### src/rtl/keypad_pkg.sv
// Shared types and helpers for the keypad decoder: key codes, press FSM states,
// and the classification of one scanner sample.
package keypad_pkg;

    localparam int unsigned KEY_W  = 12;
    localparam int unsigned CODE_W = 4;

    localparam logic [CODE_W-1:0] KEY_STAR = 4'hA;
    localparam logic [CODE_W-1:0] KEY_HASH = 4'hB;

    typedef enum logic [1:0] {
        ST_IDLE,
        ST_PRESS_DEB,
        ST_HELD,
        ST_REL_DEB
    } key_state_e;

    typedef struct packed {
        logic              valid;
        logic              multi;
        logic [CODE_W-1:0] code;
    } key_class_t;

    // Bits 0..8 are keys 1..9, bit 9 is '*', bit 10 is '0', bit 11 is '#'.
    function automatic key_class_t onehot_to_code(input logic [KEY_W-1:0] bits);
        key_class_t        r;
        int unsigned       ones;
        logic [CODE_W-1:0] c;
        ones = 0;
        c    = '0;
        for (int i = 0; i < int'(KEY_W); i++) begin
            if (bits[i]) begin
                ones = ones + 1;
                if (i < 9)       c = CODE_W'(i + 1);
                else if (i == 9) c = KEY_STAR;
                else if (i == 10) c = '0;
                else             c = KEY_HASH;
            end
        end
        r.valid = (ones == 1);
        r.multi = (ones > 1);
        r.code  = (ones == 1) ? c : '0;
        return r;
    endfunction

endpackage

### src/rtl/keypad_if.sv
// Valid/ready stream carrying decoded key codes to the downstream consumer.
interface keypad_if;
    import keypad_pkg::*;

    logic              out_valid;
    logic [CODE_W-1:0] out_code;
    logic              out_ready;

    modport master (output out_valid, output out_code, input out_ready);
    modport slave  (input out_valid, input out_code, output out_ready);
endinterface

### src/rtl/keypad_fifo.sv
// Generic synchronous FIFO; pointers carry an extra wrap bit to tell full from empty.
module keypad_fifo #(
    parameter int unsigned WIDTH = 4,
    parameter int unsigned DEPTH = 4
) (
    input  logic             clk,
    input  logic             rst,
    input  logic             push,
    input  logic [WIDTH-1:0] push_data,
    input  logic             pop,
    output logic             full,
    output logic             empty,
    output logic [WIDTH-1:0] head
);
    localparam int unsigned AW = $clog2(DEPTH);

    logic [AW:0]      wptr;
    logic [AW:0]      rptr;
    logic [WIDTH-1:0] mem [DEPTH];
    logic             do_push;
    logic             do_pop;

    assign empty   = (wptr == rptr);
    assign full    = (wptr[AW] != rptr[AW]) && (wptr[AW-1:0] == rptr[AW-1:0]);
    assign do_pop  = pop && !empty;
    // A pop in the same cycle frees the slot, so a push into a full FIFO is kept.
    assign do_push = push && (!full || do_pop);
    assign head    = mem[rptr[AW-1:0]];

    always_ff @(posedge clk) begin
        if (rst) begin
            wptr <= '0;
            rptr <= '0;
        end else begin
            if (do_push) wptr <= wptr + (AW+1)'(1);
            if (do_pop)  rptr <= rptr + (AW+1)'(1);
        end
    end

    always_ff @(posedge clk) begin
        if (do_push) mem[wptr[AW-1:0]] <= push_data;
    end

endmodule

### src/rtl/keypad_decoder.sv
// Turns the one-hot keypad scanner bus into debounced, single-shot key events
// queued in a FIFO and delivered over a valid/ready stream.
module keypad_decoder
    import keypad_pkg::*;
#(
    parameter int unsigned SAMPLE_DIV   = 25000,
    parameter int unsigned DEBOUNCE_CNT = 4,
    parameter int unsigned FIFO_DEPTH   = 4
) (
    input  logic              clk,
    input  logic              rst,
    input  logic [KEY_W-1:0]  key_data,
    keypad_if.master          bus,
    output logic              key_held,
    output logic [CODE_W-1:0] key_cur,
    output logic              err_multi,
    output logic              err_ovf
);
    localparam int unsigned PW    = (SAMPLE_DIV > 1) ? $clog2(SAMPLE_DIV) : 1;
    localparam int unsigned CNT_W = 4;

    logic [PW-1:0]     pcnt;
    logic              tick;
    logic [KEY_W-1:0]  samp;
    key_class_t        cls;

    key_state_e        state, state_nxt;
    logic [CODE_W-1:0] cand, cand_nxt;
    logic [CNT_W-1:0]  cnt, cnt_nxt;

    logic              push_c;
    logic              held_nxt;
    logic [CODE_W-1:0] cur_nxt;
    logic              push_q;
    logic [CODE_W-1:0] push_code_q;

    logic              fifo_full;
    logic              fifo_empty;
    logic [CODE_W-1:0] fifo_head;
    logic              pop;
    logic              ovf_c;

    assign tick = (pcnt == PW'(SAMPLE_DIV - 1));
    assign cls  = onehot_to_code(samp);

    // Prescaler and sample register; the FSM always sees the previous tick's sample.
    always_ff @(posedge clk) begin
        if (rst) begin
            pcnt <= '0;
            samp <= '0;
        end else if (tick) begin
            pcnt <= '0;
            samp <= key_data;
        end else begin
            pcnt <= pcnt + PW'(1);
        end
    end

    always_ff @(posedge clk) begin
        if (rst) begin
            state <= ST_IDLE;
            cand  <= '0;
            cnt   <= '0;
        end else begin
            state <= state_nxt;
            cand  <= cand_nxt;
            cnt   <= cnt_nxt;
        end
    end

    always_comb begin
        state_nxt = state;
        cand_nxt  = cand;
        cnt_nxt   = cnt;
        if (tick) begin
            unique case (state)
                ST_IDLE: begin
                    if (cls.valid) begin
                        cand_nxt  = cls.code;
                        cnt_nxt   = CNT_W'(1);
                        state_nxt = ST_PRESS_DEB;
                    end
                end
                ST_PRESS_DEB: begin
                    if (!cls.valid) begin
                        state_nxt = ST_IDLE;
                    end else if (cls.code == cand) begin
                        cnt_nxt = cnt + CNT_W'(1);
                        if (cnt_nxt == CNT_W'(DEBOUNCE_CNT)) state_nxt = ST_HELD;
                    end else begin
                        cand_nxt = cls.code;
                        cnt_nxt  = CNT_W'(1);
                    end
                end
                ST_HELD: begin
                    if (!(cls.valid && cls.code == cand)) begin
                        cnt_nxt   = CNT_W'(1);
                        state_nxt = ST_REL_DEB;
                    end
                end
                ST_REL_DEB: begin
                    if (cls.valid && cls.code == cand) begin
                        state_nxt = ST_HELD;
                    end else begin
                        cnt_nxt = cnt + CNT_W'(1);
                        if (cnt_nxt == CNT_W'(DEBOUNCE_CNT)) state_nxt = ST_IDLE;
                    end
                end
                default: state_nxt = ST_IDLE;
            endcase
        end
    end

    // Only the PRESS_DEB -> HELD transition produces an event; re-entry from REL_DEB does not.
    always_comb begin
        push_c   = 1'b0;
        held_nxt = 1'b0;
        cur_nxt  = '0;
        push_c   = tick && (state == ST_PRESS_DEB) && (state_nxt == ST_HELD);
        held_nxt = (state_nxt == ST_HELD) || (state_nxt == ST_REL_DEB);
        if (held_nxt) cur_nxt = cand_nxt;
    end

    assign pop   = bus.out_ready && !fifo_empty;
    assign ovf_c = push_q && fifo_full && !pop;

    always_ff @(posedge clk) begin
        if (rst) begin
            key_held    <= 1'b0;
            key_cur     <= '0;
            err_multi   <= 1'b0;
            err_ovf     <= 1'b0;
            push_q      <= 1'b0;
            push_code_q <= '0;
        end else begin
            key_held    <= held_nxt;
            key_cur     <= cur_nxt;
            err_multi   <= err_multi | (tick & cls.multi);
            err_ovf     <= err_ovf | ovf_c;
            push_q      <= push_c;
            push_code_q <= cand;
        end
    end

    keypad_fifo #(
        .WIDTH (CODE_W),
        .DEPTH (FIFO_DEPTH)
    ) u_fifo (
        .clk       (clk),
        .rst       (rst),
        .push      (push_q),
        .push_data (push_code_q),
        .pop       (pop),
        .full      (fifo_full),
        .empty     (fifo_empty),
        .head      (fifo_head)
    );

    assign bus.out_valid = !fifo_empty;
    assign bus.out_code  = fifo_empty ? '0 : fifo_head;

endmodule

### src/flat_wrapper.sv
// flat-port wrapper written by rule: the top's interface ports become plain ports
module keypad_decoder_flat import keypad_pkg::*;
#(
    parameter int unsigned SAMPLE_DIV   = 25000,
    parameter int unsigned DEBOUNCE_CNT = 4,
    parameter int unsigned FIFO_DEPTH   = 4
)
  (clk, rst, key_data, key_held, key_cur, err_multi, err_ovf, bus_out_valid, bus_out_code, bus_out_ready);
  keypad_if bus_i ();
  input  logic clk;
  input  logic rst;
  input  logic [KEY_W-1:0] key_data;
  output logic key_held;
  output logic [CODE_W-1:0] key_cur;
  output logic err_multi;
  output logic err_ovf;
  output wire logic [$bits(bus_i.out_valid)-1:0] bus_out_valid;
  output wire logic [$bits(bus_i.out_code)-1:0] bus_out_code;
  input wire logic [$bits(bus_i.out_ready)-1:0] bus_out_ready;
  assign bus_out_valid = bus_i.out_valid;
  assign bus_out_code = bus_i.out_code;
  assign bus_i.out_ready = bus_out_ready;
  keypad_decoder #(.SAMPLE_DIV(SAMPLE_DIV), .DEBOUNCE_CNT(DEBOUNCE_CNT), .FIFO_DEPTH(FIFO_DEPTH)) u_core (.clk(clk), .rst(rst), .key_data(key_data), .bus(bus_i), .key_held(key_held), .key_cur(key_cur), .err_multi(err_multi), .err_ovf(err_ovf));
endmodule
### config.mk
export PLATFORM = sky130hd
export DESIGN_NAME = keypad_decoder_flat
export DESIGN_NICKNAME = d
export VERILOG_FILES = /design/src/rtl/keypad_pkg.sv /design/src/rtl/keypad_if.sv /design/src/rtl/keypad_fifo.sv /design/src/rtl/keypad_decoder.sv /design/src/flat_wrapper.sv
export SDC_FILE = /design/constraint.sdc
export NUM_CORES = 1
export LEC_CHECK = 0
export CAP_MARGIN = 40
export CORE_MARGIN = 2
export CORE_UTILIZATION = 57
export CTS_BUF_LIST = sky130_fd_sc_hd__clkbuf_4 sky130_fd_sc_hd__clkbuf_8
export CTS_CLUSTER_DIAMETER = 150
export CTS_CLUSTER_SIZE = 40
export DETAILED_ROUTE_END_ITERATION = 16
export GPL_TIMING_DRIVEN = 1
export PLACE_DENSITY = 0.75
export SYNTH_ARGS = -nofsm -noshare
export SYNTH_HDL_FRONTEND = slang
export SYNTH_SLANG_ARGS = --single-unit
### constraint.sdc
create_clock -name clk -period 23 [get_ports clk]
set_input_delay 4.6 -clock clk [delete_from_list [all_inputs] [get_ports clk]]
set_output_delay 4.6 -clock clk [all_outputs]
set_load 0.02 [all_outputs]
==> impl_metrics.yaml, run 1 <==
run_status:
  outcome: "finished clean"
sta:
  setup_viol: 0
  hold_viol: 0
  tns_ns: 0
  tightest_slew_ns: 0.6859
  timing.final.crit_share_pct: 36.55
  final.setup_skew_ns: 0.01238
  period_needed_ns: 8.407
  slew_headroom_pct: 53.92
  slew_violations: 0
  grt_setup_unrepaired: "no"
  fmax_mhz: 118.9
cts:
  cts_sinks: 73
  cts-buffers-inserted: 9
  root_buffer: "clkbuf_8"
  h-tree-depth: 3
  post_cts_buffers: 0
  cts_buffer_depth: 2
  cts_tree: "done"
  clock_latency_ns: 0.35
  cts_resized: 0
  clk_pin_slew_ns: 0.09
  postCtsHoldBufs: 0
detailed_routing:
  wl_per_cell_um: 14.39
  dr.pass1.iters: 7
  routed_wl_um: 8924
  ant_nets: 0
  drcViolationCount: 0
  vias_per_cell: 5.631
  drtIter0Drc: 135
  vias: 3491
flow_run:
  maxCapViolCount: 0
worst_setup_path:
  r2r_cells: 37
  crit_path_end_kind: "register"
  critPathRequiredTime_ns: 23.27
  worst-path-stages: 37
  cp_top_family: "adder cells"
  reg2reg_from: "u_core.samp[1]"
  start_kind: "register"
  critical_path.endpoint: "u_core.cnt[2]"
  critPathMostFrequentCell: "ha_1"
  cp.arrival_ns: 8.68
  slowest_stage: "ha_1"
  cp-startpoint: "u_core.samp[1]"
  rrSetupSlack_ns: 14.59
  critPathKind: "register to register"
  path_max_fanout: 11
  slowest_delay_ns: 0.47
  worst-path-buf-inv: 4
  r2r-end: "u_core.cnt[2]"
placed_design:
  io_buffers: 26
  dp_hpwl_um: 6772
  gp_congestion: 0.9130
  place_inst: 604
grt:
  grt_pass1_vias: 3347
  grt_max_degree: 42
  grt_use_total_pct: 21.72
  overflow: 0
  grt_pass1_wl_um: 15590
  antenna_found_initial: 0
synth:
  synthArstFlopShare_pct: 0
  synth_edf_count: 16
  yosysTopAreaCellShare_pct: 24.34
  synth_seq_cells: 73
  ys.flop_type: "dfxtp_1"
  synth-seq-area-share_pct: 34.59
  ys_warn_count: 0
  synth_area_leaders: "dfxtp_1, edfxtp_1, nor2_1"
  yosys.cell_types.count: 87
  netlist_area_sq_um: 4688
  postSynthNetCount: 522
  synthCells: 487
  syn_avg_cell_area_sq_um: 9.627
  yosysTopAreaCell: "dfxtp_1"
floorplanning:
  fp.coreArea_sq_um: 8093
  die_w_um: 94.69
  die_h_um: 94.69
  initial_core_util_pct: 57.93
  std_cell_rows: 33
  ios: 27
  design.die.area_sq_um: 8966
layout:
  area_delta_synth_final_pct: 10.57
  nets: 545
  n_antenna_cell: 0
  nFillCells: 700
  fin_cells: 620
  drive_gt1_share_pct: 11.07
power:
  peakVddDrop_mv: 0.03720
  power_density_nw_per_um2: 46.81
  leakagePower_nw: 2.049
min_path:
  min_path_type: "register to register"
[registers in the layout, indices dropped and copies added (netlist names), named ones only]
signal	count
u_core.push_q	1
u_core.err_multi	1
u_core.samp	12
u_core.cnt	4
u_core.u_fifo.rptr	3
u_core.pcnt	15
u_core.u_fifo.wptr	3
u_core.err_ovf	1
u_core.u_fifo.mem	16
u_core.cand	4
u_core.push_code_q	4
u_core.state	2
u_core.key_cur	4
u_core.key_held	1
[per-stage QoR]
| stage | power [W] | cell area (sq um) | hold WS [ns] | worst slack [ns] | util [%] |
|---|---|---|---|---|---|
| global route | 0.0002530 | 5184 | 0.4741 | 13.90 | 64.05 |
| floorplan | 0.0001359 | 4688 | 0.4175 | 15.47 | - |
| CTS | 0.0002457 | 5184 | 0.4603 | 14.62 | 64.05 |
| detailed placement | 0.0001390 | 4975 | 0.4440 | 14.68 | 61.47 |
| finish | 0.0002427 | 5184 | 0.4541 | 14.59 | 64.05 |
| global placement | 0.0001388 | 4960 | 0.4313 | 15.00 | 61.29 |
[cells by family after synthesis]
kind of cell / Yosys count / synth area share [%]
and+or+nand+nor: 198 / 22.47
DFF: 73 / 34.59
AOI/OAI and AO/OA: 68 / 11.64
xor gates and xnor gates: 54 / 12.86
buffers and inverters: 41 / 4.804
muxes: 33 / 8.300
adders and majority gates: 20 / 5.338
[layout by cell type (no fill, tap or decap), types with 5 or more instances in the layout]
cell and count:
nand2_1 27, ha_1 20, clkbuf_8 9, nand2b_1 6
nor3_1 13, edfxtp_1 16, nand3_1 16, xor2_1 18
o21ai_0 11, nand3b_1 7, dfxtp_1 57, xnor2_1 26
nand4_1 7, a31oi_1 8, and3_1 8, nor2b_1 9
a21oi_1 9, or3_1 5, nor2_1 68, inv_1 24
mux2i_1 24, clkdlybuf4s50_1 26
[how the worst min path moves through the flow]
stage / startpoint / to / cells past startpoint
finish: u_core.pcnt[0] / u_core.pcnt[0] / 1
global route: u_core.pcnt[0] / u_core.pcnt[0] / 1
CTS: u_core.pcnt[0] / u_core.pcnt[0] / 1
detailed placement: u_core.pcnt[0] / u_core.pcnt[0] / 1
global placement: u_core.pcnt[0] / u_core.pcnt[0] / 1
floorplan: u_core.pcnt[0] / u_core.pcnt[0] / 1
[per-layer routing]
layer	routed length [um]	global-route usage, %	share of wire, %
met3	321	4.469	3.6
met5	0	0	0
met4	72	4.710	0.81
met1	4196	29.71	47
met2	4333	35.58	49
[Yosys cell counts (3+ instances only)]
cell and n:
clkbuf_8 5, nor2b_1 9, and3_1 8, ha_1 20, nor2_1 68, nand3_1 16
a31oi_1 8, or2_2 3, mux2i_1 24, xor2_1 18, nand2_1 27, o21a_1 3
inv_1 24, o31ai_1 4, xnor2_1 26, mux4_2 4, dfxtp_1 57, o21ai_0 11
nand3b_1 7, nand4_1 7, nor3_1 13, or3_1 5, o21bai_1 3, a211o_1 3
clkbuf_1 6, nand2b_1 6, mux2_2 4, edfxtp_1 16, nand4b_1 4, o31a_1 3
a21oi_1 9
[cell type report]
type / count / area, sq um / area share [%]
inverters: 24 / 90.09 / 1.738
multi-input cells: 373 / 2841 / 54.82
well taps: 105 / 131.4 / 2.534
clock inverters: 7 / 85.08 / 1.641
clock buffers: 9 / 123.9 / 2.390
repair buffers: 29 / 290.3 / 5.600
flip-flops and latches: 73 / 1622 / 31.28
[power breakdown]
group	leakage, nW	total, W	internal, W	switching [W]
logic	1.33	0.00000502	0.00000275	0.00000227
registers	0.619	0.000131	0.000131	0.000000360
clock network	0.100	0.000107	0.0000524	0.0000544
total	2.05	0.000243	0.000186	0.0000570
Note: power is estimated with default switching activity, not from simulation.
==> run 2, diff against run 1 <==
==> constraint.sdc (replaced) <==
create_clock -name clk -period 8.2 [get_ports clk]
set_input_delay 1.64 -clock clk [delete_from_list [all_inputs] [get_ports clk]]
set_output_delay 1.64 -clock clk [all_outputs]
set_load 0.02 [all_outputs]
==> run 2 against run 1 <==
- combinational power increased to 2.8 times the previous value
- clock power is 140% higher
- clock skew fell by 0.0037 ns
- die area unchanged
- cell count is 1.1% higher
- maximum frequency rose by 7.3%
- non-clock buffer count is 7 higher
- largest power group unchanged
- register-to-register slack lost 14 ns
- first-iteration DRC count rose by 12%
- flip-flop and latch count unchanged
- largest cell class unchanged
==> impl_metrics.yaml, run 2 (synthesis results as in run 1) <==
run_status:
  outcome: "finished clean"
layout:
  n_antenna_cell: 0
  nFillCells: 723
  multi_input_comb_area_sq_um: 2898
  mostFrequentLayoutCells: "nor2_1, dfxtp_1, nand2_1, xnor2_1, clkdlybuf4s50_1"
  drive_gt1_share_pct: 14.75
  area_delta_synth_final_pct: 12.28
  fin_cells: 627
  nets: 552
  final-seq-area_sq_um: 1628
  final_common_cell: "nor2_1"
  largest_register_ffs: 16
worst_setup_path:
  path_max_fanout: 7
  critPathKind: "register to register"
  slowest_delay_ns: 0.40
  slowest_stage: "a221oi_4"
  critPathRequiredTime_ns: 8.48
  cp.arrival_ns: 8.11
  critPathMostFrequentCell: "ha_1"
  start_kind: "register"
  crit_path_end_kind: "register"
placed_design:
  dp_hpwl_um: 6864
  place_ws_ns: -0.2087
  io_buffers: 26
  place_inst: 606
  gp_congestion: 0.9208
floorplanning:
  die_h_um: 94.69
  initial_core_util_pct: 57.93
  design.die.area_sq_um: 8966
  fp.coreArea_sq_um: 8093
  ios: 27
  std_cell_rows: 33
  die_w_um: 94.69
sta:
  period_needed_ns: 7.837
  timing.final.crit_share_pct: 95.58
  slew_headroom_pct: 57.08
  fmax_mhz: 127.6
  setup_viol: 0
  hold_viol: 0
  tightest_slew_ns: 0.6389
  timing.final.ws_setup_ns: 0.3625
  final.setup_skew_ns: 0.008698
  slew_violations: 0
cts:
  cts_buffer_depth: 2
  clk_pin_slew_ns: 0.08
  clock_latency_ns: 0.35
  cts_tree: "done"
  h-tree-depth: 3
  root_buffer: "clkbuf_8"
  postCtsHoldBufs: 0
  cts_sinks: 73
  cts-buffers-inserted: 9
flow_run:
  maxCapViolCount: 0
detailed_routing:
  vias_per_cell: 5.565
  drtIter0Drc: 151
  drcViolationCount: 0
  ant_nets: 0
  vias: 3489
  routed_wl_um: 9178
  wl_per_cell_um: 14.64
  dr.pass1.iters: 4
grt:
  grt_use_total_pct: 21.64
  grt_pass1_wl_um: 15210
  antenna_found_initial: 0
  overflow: 0
  grt_pass1_vias: 3265
  grt_max_degree: 42
min_path:
  min_path_type: "register to register"
power:
  leakagePower_nw: 2.087
  power_w: 0.0006351
  power_density_nw_per_um2: 120.6
  peakVddDrop_mv: 0.08834
-- run 2: changes by cell type in the layout (fill, tap and decap cells not counted), moves of 3 or more --
cell	change
o21ai_0	-3
dfxtp_1	-3
buf_4	+7
o21ai_2	+3
-- run 2: worst max-delay path, delay by kind of cell, from the launching register on --
kind,cells,cell delay (ns)
AND/OR/NAND/NOR,8,0.90
flip-flops,1,0.37
adder cells (fa/ha/maj),9,2.64
multiplexers,5,1.29
buffers and inverters,3,0.20
XOR/XNOR,2,0.56
AO/OA/AOI/OAI,11,1.83
-- run 2: worst paths after layout --
kind                       start        endpoint  slack [ns]  cells past startpoint
setup / recovery  u_core.samp[0]   u_core.cnt[3]        0.36                     38
hold / removal    u_core.pcnt[0]  u_core.pcnt[0]        0.45                      1
setup reg to reg  u_core.samp[0]   u_core.cnt[3]        0.36                     38
hold reg to reg   u_core.pcnt[0]  u_core.pcnt[0]        0.45                      1
-- run 2: metal layers --
| metal | GRT usage [%] | vias up | share of wire (%) |
|---|---|---|---|
| li1 | - | 1779 | - |
| met2 | 36.76 | 45 | 49 |
| met1 | 28.10 | 1659 | 47 |
| met5 | 0 | - | 0 |
| met4 | 5.556 | 0 | 0.56 |
| met3 | 4.549 | 6 | 2.7 |
-- run 2: final cells by class --
cell class,count,share of cell area (%)
Tap cell,105,2.496
Clock inverter,6,0.8082
Sequential cell,73,30.92
Clock buffer,10,2.496
Inverter,24,1.711
Multi-Input combinational cell,373,55.05
Timing Repair Buffer,36,6.513
-- run 2: power breakdown --
part / total (W) / internal, W / switching [W]
Clock: 0.000254 / 0.000114 / 0.000140
Combinational: 0.0000140 / 0.00000766 / 0.00000637
Sequential: 0.000367 / 0.000366 / 0.00000101
-- run 2: timing repair --
item | CTS | global route
setup buffers | 1 | 4
pin swaps | 1 | 6
gates resized for setup | 6 | 14
endpoints found under the setup margin | 14 | 16
-- run 2: stage by stage --
step | cell area [sq um] | utilization, % | hold WS [ns] | setup TNS, ns
2_1_floorplan | 4688 | - | 0.4175 | 0
3_3_place_gp | 4975 | 61.47 | 0.4313 | 0
3_5_place_dp | 4990 | 61.66 | 0.4447 | -1.593
4_1_cts | 5201 | 64.27 | 0.4618 | 0
5_1_grt | 5264 | 65.04 | 0.4787 | -0.3214
6_report | 5264 | 65.04 | 0.4537 | 0
==> run 3, diff against run 2 <==
--- a/config.mk
+++ b/config.mk
@@ -12,8 +12,10 @@
 export CTS_CLUSTER_DIAMETER = 150
 export CTS_CLUSTER_SIZE = 40
 export DETAILED_ROUTE_END_ITERATION = 16
+export GPL_ROUTABILITY_DRIVEN = 0
 export GPL_TIMING_DRIVEN = 1
 export PLACE_DENSITY = 0.75
+export SLEW_MARGIN = 20
 export SYNTH_ARGS = -nofsm -noshare
 export SYNTH_HDL_FRONTEND = slang
 export SYNTH_SLANG_ARGS = --single-unit
==> results of run 3 <==
No change in the layout: final DEF, timing and power equal those of run 2.
==> patch 1: new RTL, config.mk and constraints of run 1 <==
The 4 states of `key_state_e` get a Gray code encoding in 2 bits.
--- a/src/rtl/keypad_pkg.sv
+++ b/src/rtl/keypad_pkg.sv
@@ -9,10 +9,10 @@
     localparam logic [CODE_W-1:0] KEY_HASH = 4'hB;
 
     typedef enum logic [1:0] {
-        ST_IDLE,
-        ST_PRESS_DEB,
-        ST_HELD,
-        ST_REL_DEB
+        ST_IDLE      = 2'b00,
+        ST_PRESS_DEB = 2'b01,
+        ST_HELD      = 2'b11,
+        ST_REL_DEB   = 2'b10
     } key_state_e;
 
     typedef struct packed {
Function: same outputs for any inputs over 10 cycles, from zero or initial values and one cycle with rst high; not proved beyond that.
==> patch 1 against run 1 <==
Sequential share of layout area barely moved. Synthesized cell count increased by 8.0%. Worst setup slack got worse by 0.39 ns. Count of clock-buffer cells in the layout up 2. Critical path depth is 4 higher. Area after synthesis is 1.0% lower. Total power rose by 5.0%. Global-route usage rose by 1.3 points. Sequential cell count stayed put. Sequential power barely moved. Final cell count is 5.2% higher. Routed wire length is 9.7% higher. Final area increased by 0.14%.
==> patch 1: results (changes against run 1) <==
outcome complete, no violations; overall track demand over capacity in global routing 23.0% (+1.3 points); DRT Wirelength 9790 um (+9.7%); number of global-route vias before repair 3522 (+5.2%); Routed met2 length 4670 um (+7.8%); FF-to-FF path depth 41 (+11%); number of synthesized flops with an enable pin 16 (unchanged); number of flip-flops under the largest register name 16 (unchanged); clock transition time at the flip-flop clock pins of the worst setup and hold paths 0.07 ns (-0.02 ns); maximum number of pins on one net before global-route repair 44 (+4.8%); drt initial violations 233 (+73%); Via-to-Cell Ratio 5.73 (+1.8%); routability cong. 0.908 (-0.53%); clock latency reported for the late side of the worst-skew pair 0.33 ns (-0.02 ns); leading cell types by total area after synthesis dfxtp_1 (25%), edfxtp_1 (10%), ha_1 (6.5%), xnor2_1 (6.4%), nor2_1 (5.6%); met1 track utilization from global routing 30.3% (+0.61 points); largest stage delay on the critical path 0.42 ns (-0.05 ns); global-route met3 utilization 4.82% (+0.35 points); met1 layer wirelength in the final routing 4610 um (+9.8%); static leakage power 1.97 nW (-4.0%); Net Switching 0.0469 mW (-18%); length of routed met3 wiring 428 um (+33%); Distinct cells, synth 75 (-14%); Most Used Layer, Global Route met2; most frequent cells after synthesis nor2_1 (69), dfxtp_1 (57), nand2_1 (56); R2R Setup Slk 14.21 ns (-0.39 ns); peak supply drop 0.0385 mV (+3.4%); number of iterations in the first detailed-routing pass 5 (-2); number of nets in the finished design 584 (+7.2%); transition time at the pin with the least slew margin 0.718 ns (+0.0323 ns); number of nets produced by synthesis 565 (+8.2%); skew final 0.00703 ns (-0.00535 ns); slowest stage cell on the critical path a2111oi_0; first-pass GRT wire length 16100 um (+3.5%); met2 global-route usage 38.5% (+2.9 points); worst endpoint data arrival time 8.99 ns (+0.31 ns); share of final-layout standard cells stronger than drive strength 1 7.45% (-3.6 points); largest fanout on the critical path 15 (+4); DP Wirelength 7300 um (+7.8%); sequential area share after synthesis 35.0% (+0.36 points)
[patch 1: cell count changes after synthesis, sizes merged, moves of 6 or more]
| cell | delta |
|---|---|
| a21oi | +17 |
| a31oi | -7 |
| mux2i | -12 |
| nand2 | +27 |
| nand3b | -6 |
[patch 1: power by group through the flow]
stage               clock, mW  sequential, mW  combinational, mW
finish                  0.119           0.131            0.00523
global route            0.127           0.131            0.00567
CTS                     0.121           0.131            0.00526
detailed placement          0           0.134            0.00520
global placement            0           0.134            0.00515
floorplan                   0           0.134            0.00221
[patch 1: worst reg2reg max path: cells and delay by family (launching register included)]
family | cells | cell delay [ns]
AND/OR/NAND/NOR | 15 | 2.45
adder cells (fa/ha/maj) | 9 | 2.72
flip-flops | 1 | 0.41
multiplexers | 1 | 0.33
XOR/XNOR | 1 | 0.19
buffers and inverters | 2 | 0.17
AO/OA/AOI/OAI | 13 | 2.40
[patch 1: layout make-up]
type	instances	area [um^2]
fill	649	2620
timing repair buffer	29	279
sequential	73	1620
inverter	28	105
multi-input combinational	404	2820
tap	102	128
clock buffer	11	139
clock inverter	5	103
[patch 1: logic make-up (layout without fill, tap and decap cells)]
logic type / count (synthesis) / after routing / synth area share, %
simple gates: 222 / 222 / 24.2
compound gates: 84 / 84 / 12.8
flops: 73 / 73 / 35.0
xor+xnor: 54 / 54 / 11.7
buf+inv: 49 / 73 / 4.34
fa+ha+maj: 25 / 25 / 6.69
mux: 19 / 19 / 5.31
[patch 1: metrics by stage]
stage,setup WS (ns),total power [mW],hold slack (ns),cells,instance area [um^2]
after floorplan,15.53,0.136,0.413,526,4640
after global placement,14.88,0.139,0.425,635,4950
after detailed placement,14.40,0.139,0.436,636,4950
after CTS,14.35,0.257,0.446,652,5190
after global routing,13.46,0.263,0.470,652,5190
final,14.21,0.255,0.449,652,5190
==> patch 2: new RTL, config.mk and constraints of run 1 <==
Without the edit above. `SAMPLE_DIV` is set to 25000 in 2 places; all go to 12500.
--- a/src/rtl/keypad_decoder.sv
+++ b/src/rtl/keypad_decoder.sv
@@ -3,7 +3,7 @@
 module keypad_decoder
     import keypad_pkg::*;
 #(
-    parameter int unsigned SAMPLE_DIV   = 25000,
+    parameter int unsigned SAMPLE_DIV   = 12500,
     parameter int unsigned DEBOUNCE_CNT = 4,
     parameter int unsigned FIFO_DEPTH   = 4
 ) (
--- a/src/flat_wrapper.sv
+++ b/src/flat_wrapper.sv
@@ -1,7 +1,7 @@
 // flat-port wrapper written by rule: the top's interface ports become plain ports
 module keypad_decoder_flat import keypad_pkg::*;
 #(
-    parameter int unsigned SAMPLE_DIV   = 25000,
+    parameter int unsigned SAMPLE_DIV   = 12500,
     parameter int unsigned DEBOUNCE_CNT = 4,
     parameter int unsigned FIFO_DEPTH   = 4
 )
Check against the original RTL: same outputs for any inputs over 10 cycles, from zero or initial values and one cycle with rst high; that may be too few to reach the edited logic, so the function may still have changed.
==> patch 2 against run 1 <==
Final area shrank 5.1%. Worst setup slack gained 0.36 ns. Sequential cell count shrank 1. Total power grew 6.4%. Non-clock buffer count shrank 1. Core utilization grew 3.1 points. Routed wire length shrank 7.6%. Global-route usage shrank 0.54 points. Area after synthesis shrank 7.3%.
==> patch 2: results (changes against run 1) <==
outcome complete, no violations; number of nets in the finished design 520 (-4.6%); count of vias placed by the detailed router 3273 (-6.2%); FF-to-FF End u_core.cnt[3]$_SDFFE_PP0P_; endpoint with the worst hold slack u_core.pcnt[0]$_SDFF_PP0_; max-slew headroom at the worst pin 59.9% (+6.0 points); leading cell types by total area after synthesis dfxtp_1 (26%), edfxtp_1 (11%), nor2_1 (6.3%), ha_1 (6.0%), mux2i_1 (5.1%); kind of end point of the critical path register; post-synthesis share of cell area spent on xor and xnor gates 13.3% (+0.40 points); number of global-route vias before repair 3166 (-5.4%); launch instance of the worst min-delay path u_core.pcnt[0]$_SDFF_PP0_; maximum clock path buffer count 2 (unchanged); drt initial violations 132 (-2.2%); slowest stage cell on the critical path a221oi_1; Async S/R FF share, synth 0% (unchanged); post-CTS setup buffers 0 (unchanged); clock latency reported for the late side of the worst-skew pair 0.35 ns (about the same); final worst hold slack 0.474 ns (+0.0202 ns); number of antenna violations at the first check in global routing 0 (unchanged); maximum number of pins on one net before global-route repair 42 (unchanged); skew final 0.00773 ns (-0.00464 ns); largest fanout on the critical path 8 (-3); largest stage delay on the critical path 0.54 ns (+0.07 ns); number of synthesized flops with an enable pin 16 (unchanged); Synthesis Warnings 0 (unchanged); Distinct cells, synth 71 (-18%); final cell count without fillers 588 (-5.2%); placed cell count 572 (-5.3%); DRT Wirelength 8250 um (-7.6%); first-pass GRT wire length 14300 um (-8.2%); mux cell area share after synthesis 7.14% (-1.2 points); most frequent cells after synthesis nor2_1 (73), dfxtp_1 (56), nand2_1 (28); routability cong. 0.861 (-5.7%); number of fill cells 572 (-18%); launch instance of the worst register-to-register path u_core.samp[1]$_SDFFE_PP0N_; family with the most delay on the worst path adder cells; DP Wirelength 5920 um (-13%); number of iterations in the first detailed-routing pass 4 (-3); number of nets produced by synthesis 500 (-4.2%); Synth Instances 464 (-4.7%); number of gates resized after cts 0 (unchanged); setup slack after layout 14.96 ns (+0.362 ns); startpoint type of the worst setup path register; clock share of power 47.9% (+3.9 points); Synth Area in Compound Gates 11.3% (-0.30 points); worst hold-check path type reg -> reg; peak supply drop 0.0535 mV (+44%); share of final-layout standard cells stronger than drive strength 1 8.79% (-2.3 points); sequential area share after synthesis 36.8% (+2.2 points); number of flip-flops under the largest register name 16 (unchanged); antenna diode count 0 (unchanged); FF-to-FF path depth 36 (-2.7%); portion of total power attributed to combinational logic 2.0%; arithmetic-cell share of the synthesized area counting full adders, half adders and majority gates 6.04% (+0.71 points); static leakage power 1.94 nW (-5.2%); internal cell power 0.205 mW (+10%); overall track demand over capacity in global routing 21.2% (-0.54 points)
[patch 2: routing by layer]
metal	up-vias	wire [um]	global-route usage, %
li1	1661	-	-
met1	1555	4110	28.2
met2	48	3750	34.4
met3	9	294	4.81
met4	0	96	6.44
met5	-	0	0
[patch 2: cell type report]
| type | count | area (um^2) | share of cell area, % |
|---|---|---|---|
| Clock buffer | 9 | 124 | 2.52 |
| Clock inverter | 7 | 125 | 2.54 |
| Inverter | 23 | 86.3 | 1.75 |
| Multi-Input combinational cell | 350 | 2580 | 52.5 |
| Sequential cell | 72 | 1600 | 32.5 |
| Tap cell | 99 | 124 | 2.52 |
| Timing Repair Buffer | 28 | 275 | 5.59 |
[patch 2: metrics by stage]
stage          instance area, um^2  total power [mW]  util [%]
3_3_place_gp                  4670             0.137      63.7
3_5_place_dp                  4670             0.137      63.7
4_1_cts                       4920             0.261      67.1
2_1_floorplan                 4350             0.134         -
5_1_grt                       4920             0.267      67.1
6_report                      4920             0.258      67.1
